[src/rtl/risc_pkg.sv]
// Shared types and encodings for the multicycle RISC control unit.
package risc_pkg;

   typedef enum logic [2:0] {
      ALU_ADD = 3'b000,
      ALU_SUB = 3'b001,
      ALU_AND = 3'b010,
      ALU_OR  = 3'b011,
      ALU_SLL = 3'b100,
      ALU_SRL = 3'b101
   } alu_op_t;

   typedef enum logic [3:0] {
      S_FETCH,
      S_DECODE,
      S_EXEC_R,
      S_EXEC_I,
      S_EXEC_MA,
      S_MEM_RD,
      S_WB_MEM,
      S_MEM_WR,
      S_WB_ALU,
      S_BRANCH,
      S_TRAP
   } state_t;

   localparam logic [6:0] OP_R      = 7'b0110011;
   localparam logic [6:0] OP_I      = 7'b0010011;
   localparam logic [6:0] OP_LOAD   = 7'b0000011;
   localparam logic [6:0] OP_STORE  = 7'b0100011;
   localparam logic [6:0] OP_BRANCH = 7'b1100011;

   localparam logic [2:0] F3_ADD_SUB = 3'b000;
   localparam logic [2:0] F3_SLL     = 3'b001;
   localparam logic [2:0] F3_WORD    = 3'b010;
   localparam logic [2:0] F3_SRL     = 3'b101;
   localparam logic [2:0] F3_OR      = 3'b110;
   localparam logic [2:0] F3_AND     = 3'b111;
   localparam logic [2:0] F3_BEQ     = 3'b000;

   localparam logic       ADDR_PC     = 1'b0;
   localparam logic       ADDR_ALUOUT = 1'b1;
   localparam logic       SRCA_PC     = 1'b0;
   localparam logic       SRCA_RS1    = 1'b1;
   localparam logic [1:0] SRCB_RS2    = 2'b00;
   localparam logic [1:0] SRCB_IMM    = 2'b01;
   localparam logic       WB_ALUOUT   = 1'b0;
   localparam logic       WB_MDR      = 1'b1;
   localparam logic       PC_PLUS4    = 1'b0;
   localparam logic       PC_ALUOUT   = 1'b1;

   localparam logic [1:0] TRAP_NONE    = 2'b00;
   localparam logic [1:0] TRAP_ILLEGAL = 2'b01;
   localparam logic [1:0] TRAP_TIMEOUT = 2'b10;

endpackage

[src/rtl/risc_alu_dec.sv]
// ALU operation decoder shared by register-register and register-immediate ops.
module risc_alu_dec
   import risc_pkg::*;
(
   input  logic       is_imm,
   input  logic [2:0] funct3,
   input  logic       funct7_5,
   output alu_op_t    alu_op,
   output logic       legal
);

   // Immediate forms ignore bit 30 except on shifts, where it must be clear.
   always_comb begin
      alu_op = ALU_ADD;
      legal  = 1'b0;
      case (funct3)
         F3_ADD_SUB: begin
            if (is_imm || !funct7_5) begin
               alu_op = ALU_ADD;
               legal  = 1'b1;
            end else begin
               alu_op = ALU_SUB;
               legal  = 1'b1;
            end
         end
         F3_AND: begin
            alu_op = ALU_AND;
            legal  = is_imm || !funct7_5;
         end
         F3_OR: begin
            alu_op = ALU_OR;
            legal  = is_imm || !funct7_5;
         end
         F3_SLL: begin
            alu_op = ALU_SLL;
            legal  = !funct7_5;
         end
         F3_SRL: begin
            alu_op = ALU_SRL;
            legal  = !funct7_5;
         end
         default: begin
            alu_op = ALU_ADD;
            legal  = 1'b0;
         end
      endcase
   end

endmodule

[src/rtl/risc_mc_ctrl.sv]
// Multicycle control FSM: fetch/decode/execute/memory/writeback with memory
// handshake, optional request timeout and sticky trap reporting.
module risc_mc_ctrl
   import risc_pkg::*;
#(
   parameter int MEM_TIMEOUT = 0
) (
   input  logic       clk,
   input  logic       rst,
   input  logic [6:0] opcode,
   input  logic [2:0] funct3,
   input  logic       funct7_5,
   input  logic       zero,
   input  logic       mem_ready,
   output logic       mem_req,
   output logic       mem_we,
   output logic       addr_sel,
   output logic       ir_we,
   output logic       mdr_we,
   output logic       alu_src_a,
   output logic [1:0] alu_src_b,
   output logic [2:0] alu_op,
   output logic       aluout_we,
   output logic       rf_we,
   output logic       wb_sel,
   output logic       pc_we,
   output logic       pc_sel,
   output logic       instr_done,
   output logic       trap,
   output logic [1:0] trap_cause
);

   localparam int CW = (MEM_TIMEOUT > 0) ? $clog2(MEM_TIMEOUT + 1) : 1;
   localparam logic [CW-1:0] TIMEOUT_LIMIT = CW'(MEM_TIMEOUT);

   state_t        state_q, state_d;
   logic          trap_q, trap_d;
   logic [1:0]    trap_cause_q, trap_cause_d;
   logic [CW-1:0] wait_cnt_q, wait_cnt_d;
   logic [CW-1:0] wait_inc;
   logic          timeout_hit;

   alu_op_t       dec_op;
   logic          dec_legal;
   logic          dec_is_imm;

   assign dec_is_imm  = (state_q == S_EXEC_I);
   assign wait_inc    = wait_cnt_q + CW'(1);
   assign timeout_hit = (MEM_TIMEOUT != 0) && (wait_inc == TIMEOUT_LIMIT);

   risc_alu_dec u_alu_dec (
      .is_imm   (dec_is_imm),
      .funct3   (funct3),
      .funct7_5 (funct7_5),
      .alu_op   (dec_op),
      .legal    (dec_legal)
   );

   // State, sticky trap and wait counter registers.
   always_ff @(posedge clk) begin
      if (rst) begin
         state_q      <= S_FETCH;
         trap_q       <= 1'b0;
         trap_cause_q <= TRAP_NONE;
         wait_cnt_q   <= '0;
      end else begin
         state_q      <= state_d;
         trap_q       <= trap_d;
         trap_cause_q <= trap_cause_d;
         wait_cnt_q   <= wait_cnt_d;
      end
   end

   // Next-state and control outputs; everything is forced low while in reset.
   always_comb begin
      state_d      = state_q;
      trap_d       = trap_q;
      trap_cause_d = trap_cause_q;
      wait_cnt_d   = wait_cnt_q;

      mem_req    = 1'b0;
      mem_we     = 1'b0;
      addr_sel   = ADDR_PC;
      ir_we      = 1'b0;
      mdr_we     = 1'b0;
      alu_src_a  = SRCA_PC;
      alu_src_b  = SRCB_RS2;
      alu_op     = ALU_ADD;
      aluout_we  = 1'b0;
      rf_we      = 1'b0;
      wb_sel     = WB_ALUOUT;
      pc_we      = 1'b0;
      pc_sel     = PC_PLUS4;
      instr_done = 1'b0;
      trap       = trap_q;
      trap_cause = trap_cause_q;

      case (state_q)
         S_FETCH: begin
            mem_req  = 1'b1;
            addr_sel = ADDR_PC;
            if (mem_ready) begin
               ir_we      = 1'b1;
               wait_cnt_d = '0;
               state_d    = S_DECODE;
            end else if (timeout_hit) begin
               wait_cnt_d   = '0;
               trap_d       = 1'b1;
               trap_cause_d = TRAP_TIMEOUT;
               state_d      = S_TRAP;
            end else begin
               wait_cnt_d = wait_inc;
            end
         end
         S_DECODE: begin
            alu_src_a = SRCA_PC;
            alu_src_b = SRCB_IMM;
            alu_op    = ALU_ADD;
            aluout_we = 1'b1;
            case (opcode)
               OP_R:              state_d = S_EXEC_R;
               OP_I:              state_d = S_EXEC_I;
               OP_LOAD, OP_STORE: state_d = S_EXEC_MA;
               OP_BRANCH:         state_d = S_BRANCH;
               default: begin
                  trap_d       = 1'b1;
                  trap_cause_d = TRAP_ILLEGAL;
                  state_d      = S_TRAP;
               end
            endcase
         end
         S_EXEC_R, S_EXEC_I: begin
            if (dec_legal) begin
               alu_src_a = SRCA_RS1;
               alu_src_b = (state_q == S_EXEC_I) ? SRCB_IMM : SRCB_RS2;
               alu_op    = dec_op;
               aluout_we = 1'b1;
               state_d   = S_WB_ALU;
            end else begin
               trap_d       = 1'b1;
               trap_cause_d = TRAP_ILLEGAL;
               state_d      = S_TRAP;
            end
         end
         S_WB_ALU: begin
            rf_we      = 1'b1;
            wb_sel     = WB_ALUOUT;
            pc_we      = 1'b1;
            pc_sel     = PC_PLUS4;
            instr_done = 1'b1;
            state_d    = S_FETCH;
         end
         S_EXEC_MA: begin
            if (funct3 == F3_WORD) begin
               alu_src_a = SRCA_RS1;
               alu_src_b = SRCB_IMM;
               alu_op    = ALU_ADD;
               aluout_we = 1'b1;
               state_d   = (opcode == OP_LOAD) ? S_MEM_RD : S_MEM_WR;
            end else begin
               trap_d       = 1'b1;
               trap_cause_d = TRAP_ILLEGAL;
               state_d      = S_TRAP;
            end
         end
         S_MEM_RD, S_MEM_WR: begin
            mem_req  = 1'b1;
            mem_we   = (state_q == S_MEM_WR);
            addr_sel = ADDR_ALUOUT;
            if (mem_ready) begin
               wait_cnt_d = '0;
               if (state_q == S_MEM_RD) begin
                  mdr_we  = 1'b1;
                  state_d = S_WB_MEM;
               end else begin
                  pc_we      = 1'b1;
                  pc_sel     = PC_PLUS4;
                  instr_done = 1'b1;
                  state_d    = S_FETCH;
               end
            end else if (timeout_hit) begin
               wait_cnt_d   = '0;
               trap_d       = 1'b1;
               trap_cause_d = TRAP_TIMEOUT;
               state_d      = S_TRAP;
            end else begin
               wait_cnt_d = wait_inc;
            end
         end
         S_WB_MEM: begin
            rf_we      = 1'b1;
            wb_sel     = WB_MDR;
            pc_we      = 1'b1;
            pc_sel     = PC_PLUS4;
            instr_done = 1'b1;
            state_d    = S_FETCH;
         end
         S_BRANCH: begin
            if (funct3 == F3_BEQ) begin
               alu_src_a  = SRCA_RS1;
               alu_src_b  = SRCB_RS2;
               alu_op     = ALU_SUB;
               pc_we      = 1'b1;
               pc_sel     = zero ? PC_ALUOUT : PC_PLUS4;
               instr_done = 1'b1;
               state_d    = S_FETCH;
            end else begin
               trap_d       = 1'b1;
               trap_cause_d = TRAP_ILLEGAL;
               state_d      = S_TRAP;
            end
         end
         S_TRAP: begin
            state_d = S_TRAP;
         end
         default: begin
            state_d = S_FETCH;
         end
      endcase

      if (rst) begin
         mem_req    = 1'b0;
         mem_we     = 1'b0;
         addr_sel   = 1'b0;
         ir_we      = 1'b0;
         mdr_we     = 1'b0;
         alu_src_a  = 1'b0;
         alu_src_b  = 2'b00;
         alu_op     = 3'b000;
         aluout_we  = 1'b0;
         rf_we      = 1'b0;
         wb_sel     = 1'b0;
         pc_we      = 1'b0;
         pc_sel     = 1'b0;
         instr_done = 1'b0;
         trap       = 1'b0;
         trap_cause = 2'b00;
      end
   end

endmodule

[config.mk]
export PLATFORM = sky130hd
export DESIGN_NAME = risc_mc_ctrl
export DESIGN_NICKNAME = d
export VERILOG_FILES = /design/src/rtl/risc_pkg.sv /design/src/rtl/risc_alu_dec.sv /design/src/rtl/risc_mc_ctrl.sv
export SDC_FILE = /design/constraint.sdc
export NUM_CORES = 1
export LEC_CHECK = 0
export ABC_AREA = 1
export BUFFER_PORTS_ARGS = -buffer_cell sky130_fd_sc_hd__buf_2
export CORE_MARGIN = 2
export CORE_UTILIZATION = 48
export DETAILED_ROUTE_END_ITERATION = 10
export GPL_TIMING_DRIVEN = 0
export HOLD_SLACK_MARGIN = 0.15
export MAX_ROUTING_LAYER = met4
export PLACE_DENSITY = 0.88
export REMOVE_ABC_BUFFERS = 1
export SLEW_MARGIN = 20
export SYNTH_ARGS = -nofsm -noshare
export SYNTH_HDL_FRONTEND = slang
export SYNTH_SLANG_ARGS = --single-unit
[constraint.sdc]
create_clock -name clk -period 2.62 [get_ports clk]
set_clock_uncertainty 0.15 [all_clocks]
set_input_delay 0.524 -clock clk [delete_from_list [all_inputs] [get_ports clk]]
set_output_delay 0.524 -clock clk [all_outputs]
set_load 0.01 [all_outputs]
==> flow_metrics.env, run 1 <==
export IMPL_final_hold_viol_count=0
export IMPL_post_route_util_pct=65.4
export IMPL_grt_max_degree=18
export IMPL_portBuffers=32
export IMPL_min_path_cells=2
export IMPL_fill_cells=136
export IMPL_die_h_um=42.2
export IMPL_maxCapViolCount=0
export IMPL_multiInputGateArea_um2=465
export IMPL_clkTransAtPathRegs_ns=0.04
export IMPL_post_place_ws_ns=0.375
export IMPL_dr_pass1_iters=4
export IMPL_rows=13
export IMPL_max_freq_mhz=442
export IMPL_routed_via_density=5.10
export IMPL_finalInstanceArea_um2=872
export IMPL_end_kind="output pin"
export IMPL_synth_edf_count=0
export IMPL_cts_buffers=3
export IMPL_worst_path_buf_inv=2
export IMPL_start_util_pct=52.5
export IMPL_ant_nets=0
export IMPL_critPathRequiredTime_ns=1.95
export IMPL_ctsHoldBuffers=0
export IMPL_crit_path_top_delay_cell="dfxtp_1"
export IMPL_cts_tree="built"
export IMPL_cts_num_sinks=5
export IMPL_cp_start_kind="flop"
export IMPL_placed_area_um2=846
export IMPL_synth_top_family_by_area="simple AND/OR/NAND/NOR gates"
export IMPL_drc_errors=0
export IMPL_drtIter0Drc=32
export IMPL_max_stage_delay_ns=0.45
export IMPL_critical_path_cell_count=9
export IMPL_finalSetupTns_ns=0
export IMPL_cts_resized=0
export IMPL_clk_path_buf_depth=2
export IMPL_place_congestion=0.961
export IMPL_power_density_mw_per_mm2=634
export IMPL_cp_max_fo=6
export IMPL_ys_seq_elements=5
export IMPL_design_die_area_mm2=0.00178
export IMPL_async_flop_share_pct=0
export IMPL_synthFlopType="dfxtp_1"
export IMPL_n_antenna_cell=0
export IMPL_vias=938
export IMPL_wl_per_cell_um=10.0
export IMPL_synthCells=138
export IMPL_nets=185
export IMPL_critPathKind="flop to output pin"
export IMPL_fin_crit_sh_pct=86.3
export IMPL_crit_path_frequent_cell="nand2_2"
export IMPL_cp_top_family="flip-flops"
export IMPL_core_area_mm2=0.00133
export IMPL_cts_max_level=1
export IMPL_num_io_pins=35
export IMPL_synth_area_um2=701
export IMPL_p_leak_nw=0.515
export IMPL_antenna_found_initial=0
export IMPL_regArea_um2=100
export IMPL_crit_chain="nand2_1 > o21ai_2 > nand2_2 > nand2_2 > nand2_2 > inv_2 > nand2_1 > a31oi_1 > buf_2"
export IMPL_rsz0062_at_grt="no"
export IMPL_overflow=0
export IMPL_ir_worst_vdd_uv=414
export IMPL_clkLatencyLatePin_ns=0.23
export IMPL_avgSynthCellArea_um2=5.08
export IMPL_grt_pass1_vias=833
export IMPL_slew_viol_final=0
export IMPL_chipWidth_um=42.2
export IMPL_min_period_ns=2.26
export IMPL_synth_xor_area_share_pct=0
export IMPL_root_buffer="clkbuf_4"
export IMPL_dp_hpwl_um=1610
export IMPL_synthSimpleGateAreaFrac_pct=50.9
export IMPL_routed_wl_um=1850
export IMPL_ff2ff_path_depth=9
export IMPL_grt_pass1_wl_um=3150
export IMPL_hp_class="flop to flop"
export IMPL_whs_ns=0.296
export IMPL_synthToLayoutAreaGrowth_pct=24.5
export IMPL_grt_use_total_pct=22.6
export IMPL_crit_arrival_ns=1.59
export IMPL_setup_viol=0
export IMPL_status="finished, final reports clean"
export IMPL_muxShareOfSynthArea_pct=0
export IMPL_ys_types=22
export IMPL_synth_warnings=0
export IMPL_drive_gt1_share_pct=29.0
export IMPL_synth_compound_area_share_pct=14.5
export IMPL_fin_ws_ns=0.359
export IMPL_synth_seq_area_share_pct=14.3
export IMPL_post_cts_buffers=0
export IMPL_synth_fa_ha_area_share_pct=0
==> through the flow <==
stage | total power [W] | std cells
after floorplan | 0.000371 | 133
after global placement | 0.000452 | 180
after detailed placement | 0.000465 | 180
after CTS | 0.000554 | 184
after global routing | 0.000614 | 184
final | 0.000553 | 184
==> worst paths after layout <==
path | startpoint | to | slack (ns)
setup reg to reg | state_q[0] | state_q[1] | 1.10
hold reg to reg | trap_cause_q[0] | trap_cause_q[0] | 0.30
setup / recovery | state_q[1] | alu_src_b[0] | 0.36
hold / removal | trap_cause_q[0] | trap_cause_q[0] | 0.30
==> synthesized netlist by cell type (2+ instances only) <==
cell      count  area share [%]
nand2_2       5             4.5
nor3_1        5             3.6
nand3_1      10             7.1
nand2_1      38              20
inv_2         6             3.2
a31oi_1       2             1.8
buf_4         4             4.3
a21oi_1       7             5.0
o21ai_0       5             3.6
dfxtp_1       5              14
inv_1        21              11
clkbuf_1      2             1.1
nor2_1       19              10
==> cells in the final DEF (no fill, tap or decap) <==
master,n
a21oi_1,7
a31oi_1,2
buf_2,32
clkbuf_1,1
clkbuf_4,3
conb_1,2
dfxtp_1,5
inv_1,21
inv_2,6
nand2_1,38
nand2_2,5
nand2_4,1
nand3_1,10
nor2_1,19
nor2_4,1
nor3_1,5
nor3b_1,1
nor4_1,1
o211ai_1,1
o21a_1,1
o21ai_0,5
o21ai_1,1
o21ai_2,1
==> sequential cells by signal (all words and copies together) (netlist names) <==
name	count
trap_cause_q	1
state_q	4
==> per-layer routing <==
layer  GRT usage, %  wire, µm
met1           25.7       699
met2           38.2       984
met3           3.02       141
met4           11.9        21
met5              -         0
==> cell families (layout without fill, tap and decap cells) <==
family,count (synthesis),in the layout
AND/OR/NAND/NOR,81,81
buffers and inverters,33,63
AO/OA/AOI/OAI,18,18
flip-flops,5,5
other,1,2
==> final cells by class <==
type	instances	share of cell area, %
Inverter	27	11.6
Sequential cell	5	11.5
Clock buffer	4	3.01
Timing Repair Buffer	32	18.4
Tap cell	15	2.15
Multi-Input combinational cell	101	53.4
==> report_power, final <==
| group | switching [W] | internal, W |
|---|---|---|
| clock | 0.0000283 | 0.0000574 |
| sequential | 0.0000307 | 0.000100 |
| combinational | 0.000216 | 0.000120 |
==> tightest hold or removal path, delay by kind of cell, from the launching register on <==
family / cells / cell delay, ns
flip-flops: 1 / 0.30
AND/OR/NAND/NOR: 2 / 0.12
Power figures use the tool's default switching activity.
==> run 2, diff against run 1 <==
Settings changed: CORE_UTILIZATION 48 to 50, PLACE_DENSITY 0.88 to 0.89, SYNTH_HIERARCHICAL set to 1.
==> run 2 against run 1 <==
Against the previous run:
- design area rose by 15%
- global-route usage fell by 0.57 points
- total power rose by 11%
- via count rose by 6.5%
- final cell count rose by 9.2%
- highest routed layer unchanged
==> flow_metrics.env, run 2 <==
export IMPL_synth_seq_area_share_pct=12.5
export IMPL_met1_usage_pct=24.1
export IMPL_use_met2_pct=39.4
export IMPL_hp_class="flop to flop"
export IMPL_synth_area_um2=802
export IMPL_largest_reg_flops=4
export IMPL_synthCells=152
export IMPL_critPathRequiredTime_ns=1.95
export IMPL_reg_top3="state_q: 4 flops, trap_cause_q: 1 flops"
export IMPL_design_die_area_mm2=0.00194
export IMPL_yosysTopAreaCell="nand2_1"
export IMPL_wl_per_cell_um=10.2
export IMPL_cts_tree="built"
export IMPL_cts_max_level=1
export IMPL_use_met3_pct=4.08
export IMPL_nets=201
export IMPL_portBuffers=32
export IMPL_clk_path_buf_depth=2
export IMPL_cts_num_sinks=5
export IMPL_top_register="state_q"
export IMPL_ys_types=27
export IMPL_worst_path_buf_inv=4
export IMPL_clkLatencyLatePin_ns=0.25
export IMPL_crit_chain="nor2_4 > inv_2 > nor3_4 > inv_1 > nand2_1 > nand2_1 > nand3_2 > nand3_2 > inv_2 > nand2_1 > a21oi_1 > buf_2"
export IMPL_avgSynthCellArea_um2=5.28
export IMPL_power_density_mw_per_mm2=609
export IMPL_grt_pass1_vias=809
export IMPL_routed_via_density=4.97
export IMPL_fill_cells=143
export IMPL_maxCapViolCount=0
export IMPL_cp_top_family="simple AND/OR/NAND/NOR gates"
export IMPL_place_congestion=0.876
export IMPL_grt_pass1_wl_um=3150
export IMPL_drive_gt1_share_pct=37.8
export IMPL_drc_errors=0
export IMPL_start_util_pct=53.2
export IMPL_die_h_um=44.1
export IMPL_netlist_top_cells_area="nand2_1, dfxtp_1, inv_1, nor2_1, nand3_1"
export IMPL_synthFlopType="dfxtp_1"
export IMPL_p_leak_nw=0.601
export IMPL_fin_crit_sh_pct=94.8
export IMPL_top_usage_layer="met2"
export IMPL_vias=999
export IMPL_synth_warnings=6
export IMPL_layout_cells_non_filler=201
export IMPL_root_buffer="clkbuf_4"
export IMPL_finalSetupTns_ns=0
export IMPL_routed_wl_um=2060
export IMPL_end_kind="output pin"
export IMPL_cp_start_kind="flop"
export IMPL_grt_use_total_pct=22.0
export IMPL_max_stage_delay_ns=0.34
export IMPL_slew_viol_final=0
export IMPL_ant_nets=0
export IMPL_grt_max_degree=18
export IMPL_n_antenna_cell=0
export IMPL_crit_path_top_delay_cell="dfxtp_2"
export IMPL_overflow=0
export IMPL_status="finished, final reports clean"
export IMPL_final_hold_viol_count=0
export IMPL_core_area_mm2=0.00151
export IMPL_drtIter0Drc=36
export IMPL_chipWidth_um=44.1
export IMPL_max_freq_mhz=402
export IMPL_synthToLayoutAreaGrowth_pct=25.6
export IMPL_mostFrequentLayoutCell="nand2_1"
export IMPL_crit_path_frequent_cell="nand2_1"
export IMPL_rows=14
export IMPL_setup_viol=0
export IMPL_cp_max_fo=5
export IMPL_ys_seq_elements=5
export IMPL_num_io_pins=35
export IMPL_synthTopCellsByCount="nand2_1, inv_1, nor2_1, nand3_1"
export IMPL_dp_hpwl_um=1630
export IMPL_placed_cells=194
export IMPL_clkTransAtPathRegs_ns=0.04
export IMPL_critPathKind="flop to output pin"
export IMPL_layout_common_cells="nand2_1, buf_2, inv_1"
export IMPL_min_period_ns=2.48
export IMPL_synth_top_area_share_pct=20.6
export IMPL_async_flop_share_pct=0
export IMPL_crit_arrival_ns=1.81
export IMPL_cts_buffers=3
export IMPL_synth_edf_count=0
export IMPL_synth_most_common_cell="nand2_1"
export IMPL_post_route_util_pct=66.9
export IMPL_ir_worst_vdd_uv=314
export IMPL_antenna_found_initial=0
export IMPL_dr_pass1_iters=4
-- run 2: cell types whose count changed in the layout (fill, tap and decap cells not counted), sizes merged, moves of 2 or more --
cell	change
buf	+3
clkinv	+2
inv	+2
nand2	+5
nor2	+4
o21ai	-2
-- run 2: cell families (layout without fill, tap and decap cells) --
| logic type | count (synthesis) | count (layout) | synth area share, % |
|---|---|---|---|
| AND/OR/NAND/NOR | 90 | 90 | 51.9 |
| AO/OA/AOI/OAI | 18 | 18 | 13.9 |
| other | 1 | 2 | 0.468 |
| buffers and inverters | 38 | 70 | 21.2 |
| flip-flops | 5 | 5 | 12.5 |
-- run 2: area by class of cell --
class                   count  area (µm²)  area share [%]
multi-input cells         110         552            54.8
flip-flops and latches      5         105            10.4
well taps                  16        20.0            1.99
repair buffers             35         183            18.1
clock buffers               4        26.3            2.61
inverters                  31         121            12.0
-- run 2: worst paths after layout --
check,startpoint,end,slack [ns],cells past startpoint
setup / recovery,state_q[2],alu_op[0],0.14,12
hold reg to reg,trap_cause_q[0],trap_cause_q[0],0.34,2
setup reg to reg,state_q[2],state_q[1],0.82,12
hold / removal,trap_cause_q[0],trap_cause_q[0],0.34,2
-- run 2: per-layer routing --
metal | vias up | part of all wire [%]
li1 | 524 | -
met2 | 39 | 53
met3 | 4 | 6.0
met1 | 432 | 40
met4 | 0 | 1.4
met5 | - | 0
-- run 2: timing repair --
action,CTS,global route
pin swaps,0,2
resized for setup,2,7
buffers inserted,0,3
hold buffers,0,0
endpoints found under the setup margin,5,5
-- run 2: worst reg2reg max path, stage by stage (launching register included) --
cell	delay (ns)
dfxtp_2	0.34
nor2_4	0.17
inv_2	0.07
nor3_4	0.23
inv_1	0.07
nand2_1	0.06
nand2_1	0.06
nand3_2	0.08
o21ai_0	0.11
nor2_1	0.13
nand3_1	0.08
nand2_1	0.08
a21oi_2	0.05
-- run 2: report_power, final --
group	internal, W	leakage [nW]	switching [W]
clock network	0.0000578	0.0150	0.0000346
logic	0.000146	0.543	0.000239
registers	0.000102	0.0427	0.0000341
-- run 2: through the flow --
step	hold slack, ns	area (µm²)	power (W)	worst slack (ns)
final	0.345	1010	0.000614	0.135
after global routing	0.367	1010	0.000659	-0.00498
after CTS	0.343	970	0.000577	0.0227
after detailed placement	0.336	937	0.000479	0.110
after global placement	0.333	937	0.000467	0.212
after floorplan	0.321	757	0.000386	0.442
==> run 3, diff against run 2 <==
Settings changed: CORE_MARGIN 2 to unset.
==> run 3 against run 2 <==
Against the previous run:
- global-route usage grew 1.5 points
- sequential share of layout area down 0.17 points
- sequential power fell by 3%
- wire length is 4.8% lower
- via count is 1.0% higher
- clock power grew 3.7%
- critical path type unchanged
- critical endpoint unchanged
- largest power group unchanged
==> flow_metrics.env, run 3 (same netlist as run 2, synthesis figures left out) <==
export IMPL_grt_pass1_vias=852
export IMPL_grt_max_degree=18
export IMPL_portBuffers=32
export IMPL_p_leak_nw=0.605
export IMPL_grt_use_total_pct=23.5
export IMPL_fill_cells=128
export IMPL_nets=201
export IMPL_core_area_mm2=0.00151
export IMPL_dr_pass1_iters=4
export IMPL_ant_nets=0
export IMPL_cts_tree="built"
export IMPL_synthToLayoutAreaGrowth_pct=24.6
export IMPL_cp_max_fo=4
export IMPL_antenna_found_initial=0
export IMPL_rows=14
export IMPL_drtIter0Drc=33
export IMPL_critPathRequiredTime_ns=1.95
export IMPL_overflow=0
export IMPL_num_io_pins=35
export IMPL_routed_via_density=5.02
export IMPL_root_buffer="clkbuf_4"
export IMPL_final_hold_viol_count=0
export IMPL_top_register="state_q"
export IMPL_clkTransAtPathRegs_ns=0.05
export IMPL_fin_crit_sh_pct=95.5
export IMPL_dp_hpwl_um=1510
export IMPL_die_h_um=42.1
export IMPL_place_congestion=0.872
export IMPL_grt_pass1_wl_um=3200
export IMPL_drc_errors=0
export IMPL_multiInputGateArea_um2=547
export IMPL_cp_start_kind="flop"
export IMPL_maxCapViolCount=0
export IMPL_setup_viol=0
export IMPL_slew_viol_final=0
export IMPL_end_kind="output pin"
export IMPL_routed_wl_um=1960
export IMPL_design_die_area_mm2=0.00177
export IMPL_wl_per_cell_um=9.74
export IMPL_clk_path_buf_depth=2
export IMPL_layout_cells_non_filler=201
export IMPL_min_period_ns=2.50
export IMPL_cts_num_sinks=5
export IMPL_largest_reg_flops=4
export IMPL_crit_arrival_ns=1.83
export IMPL_cts_buffers=3
export IMPL_vias=1009
export IMPL_placed_cells=194
export IMPL_hp_class="flop to flop"
export IMPL_max_stage_delay_ns=0.35
export IMPL_status="finished, final reports clean"
export IMPL_clkLatencyLatePin_ns=0.26
export IMPL_ir_worst_vdd_uv=318
export IMPL_n_antenna_cell=0
export IMPL_reg_top3="state_q: 4 flops, trap_cause_q: 1 flops"
export IMPL_power_density_mw_per_mm2=616
export IMPL_mostFrequentLayoutCell="nand2_1"
export IMPL_start_util_pct=53.2
export IMPL_regArea_um2=103
export IMPL_finalSetupTns_ns=0
export IMPL_cts_max_level=1
export IMPL_crit_path_top_delay_cell="dfxtp_1"
export IMPL_max_freq_mhz=399
export IMPL_whs_ns=0.345
export IMPL_critPathKind="flop to output pin"
export IMPL_drive_gt1_share_pct=35.1
export IMPL_layout_common_cells="nand2_1, buf_2, inv_1"
export IMPL_chipWidth_um=42.1
export IMPL_crit_chain="nor2_4 > inv_1 > nor3_4 > inv_1 > nand2_1 > nand2_1 > nand3_2 > nand3_1 > inv_1 > nand2_1 > a21oi_1 > buf_2"
run 3: cell counts in the layout (fill, tap and decap cells not counted):
No cell type changed its count.
run 3: what timing repair did:
| action | in CTS | in global routing |
|---|---|---|
| gates resized for setup | 2 | 2 |
| hold buffers | 0 | 0 |
| hold endpoints to repair | 0 | 0 |
| pin swaps | 0 | 1 |
| setup buffers | 0 | 3 |
| endpoints found under the setup margin | 5 | 5 |
run 3: worst paths after layout:
path,to,slack (ns),cells past startpoint,startpoint
worst max register to register,trap_cause_q[0],0.87,12,state_q[2]
worst min-delay path,trap_cause_q[0],0.35,2,trap_cause_q[0]
worst min register to register,trap_cause_q[0],0.35,2,trap_cause_q[0]
worst max-delay path,alu_op[0],0.12,12,state_q[2]
run 3: critical path: cells and delay by family, from the launching register on:
family | cells | cell delay [ns]
AOI/OAI and AO/OA | 1 | 0.12
buffers and inverters | 4 | 0.42
DFF | 1 | 0.35
and+or+nand+nor | 7 | 0.71
run 3: power breakdown:
group / switching [W] / leakage [nW] / internal [W]
logic: 0.000237 / 0.549 / 0.000150
clock network: 0.0000378 / 0.0150 / 0.0000580
registers: 0.0000326 / 0.0419 / 0.000101
run 3: routing by layer:
layer | part of all wire [%] | vias to the layer above | global-route usage, %
met3 | 6.8 | 2 | 5.60
met2 | 50 | 39 | 41.6
li1 | - | 526 | -
met4 | 0.61 | 0 | 5.00
met1 | 42 | 442 | 27.1
met5 | 0 | - | -
run 3: final cells by class:
type	instances	share of cell area (%)
tap	16	2.00
sequential	5	10.3
clock buffer	4	2.63
inverter	31	12.1
timing repair buffer	35	18.3
multi-input combinational	110	54.7
run 3: per-stage QoR:
stage	total power [W]	setup WS, ns	area (µm²)	util, %
3_5_place_dp	0.000478	0.199	937	62.2
4_1_cts	0.000578	0.0813	970	64.4
6_report	0.000616	0.117	1000	66.4
3_3_place_gp	0.000467	0.212	937	62.2
5_1_grt	0.000663	-0.00792	1000	66.4
2_1_floorplan	0.000386	0.442	757	-
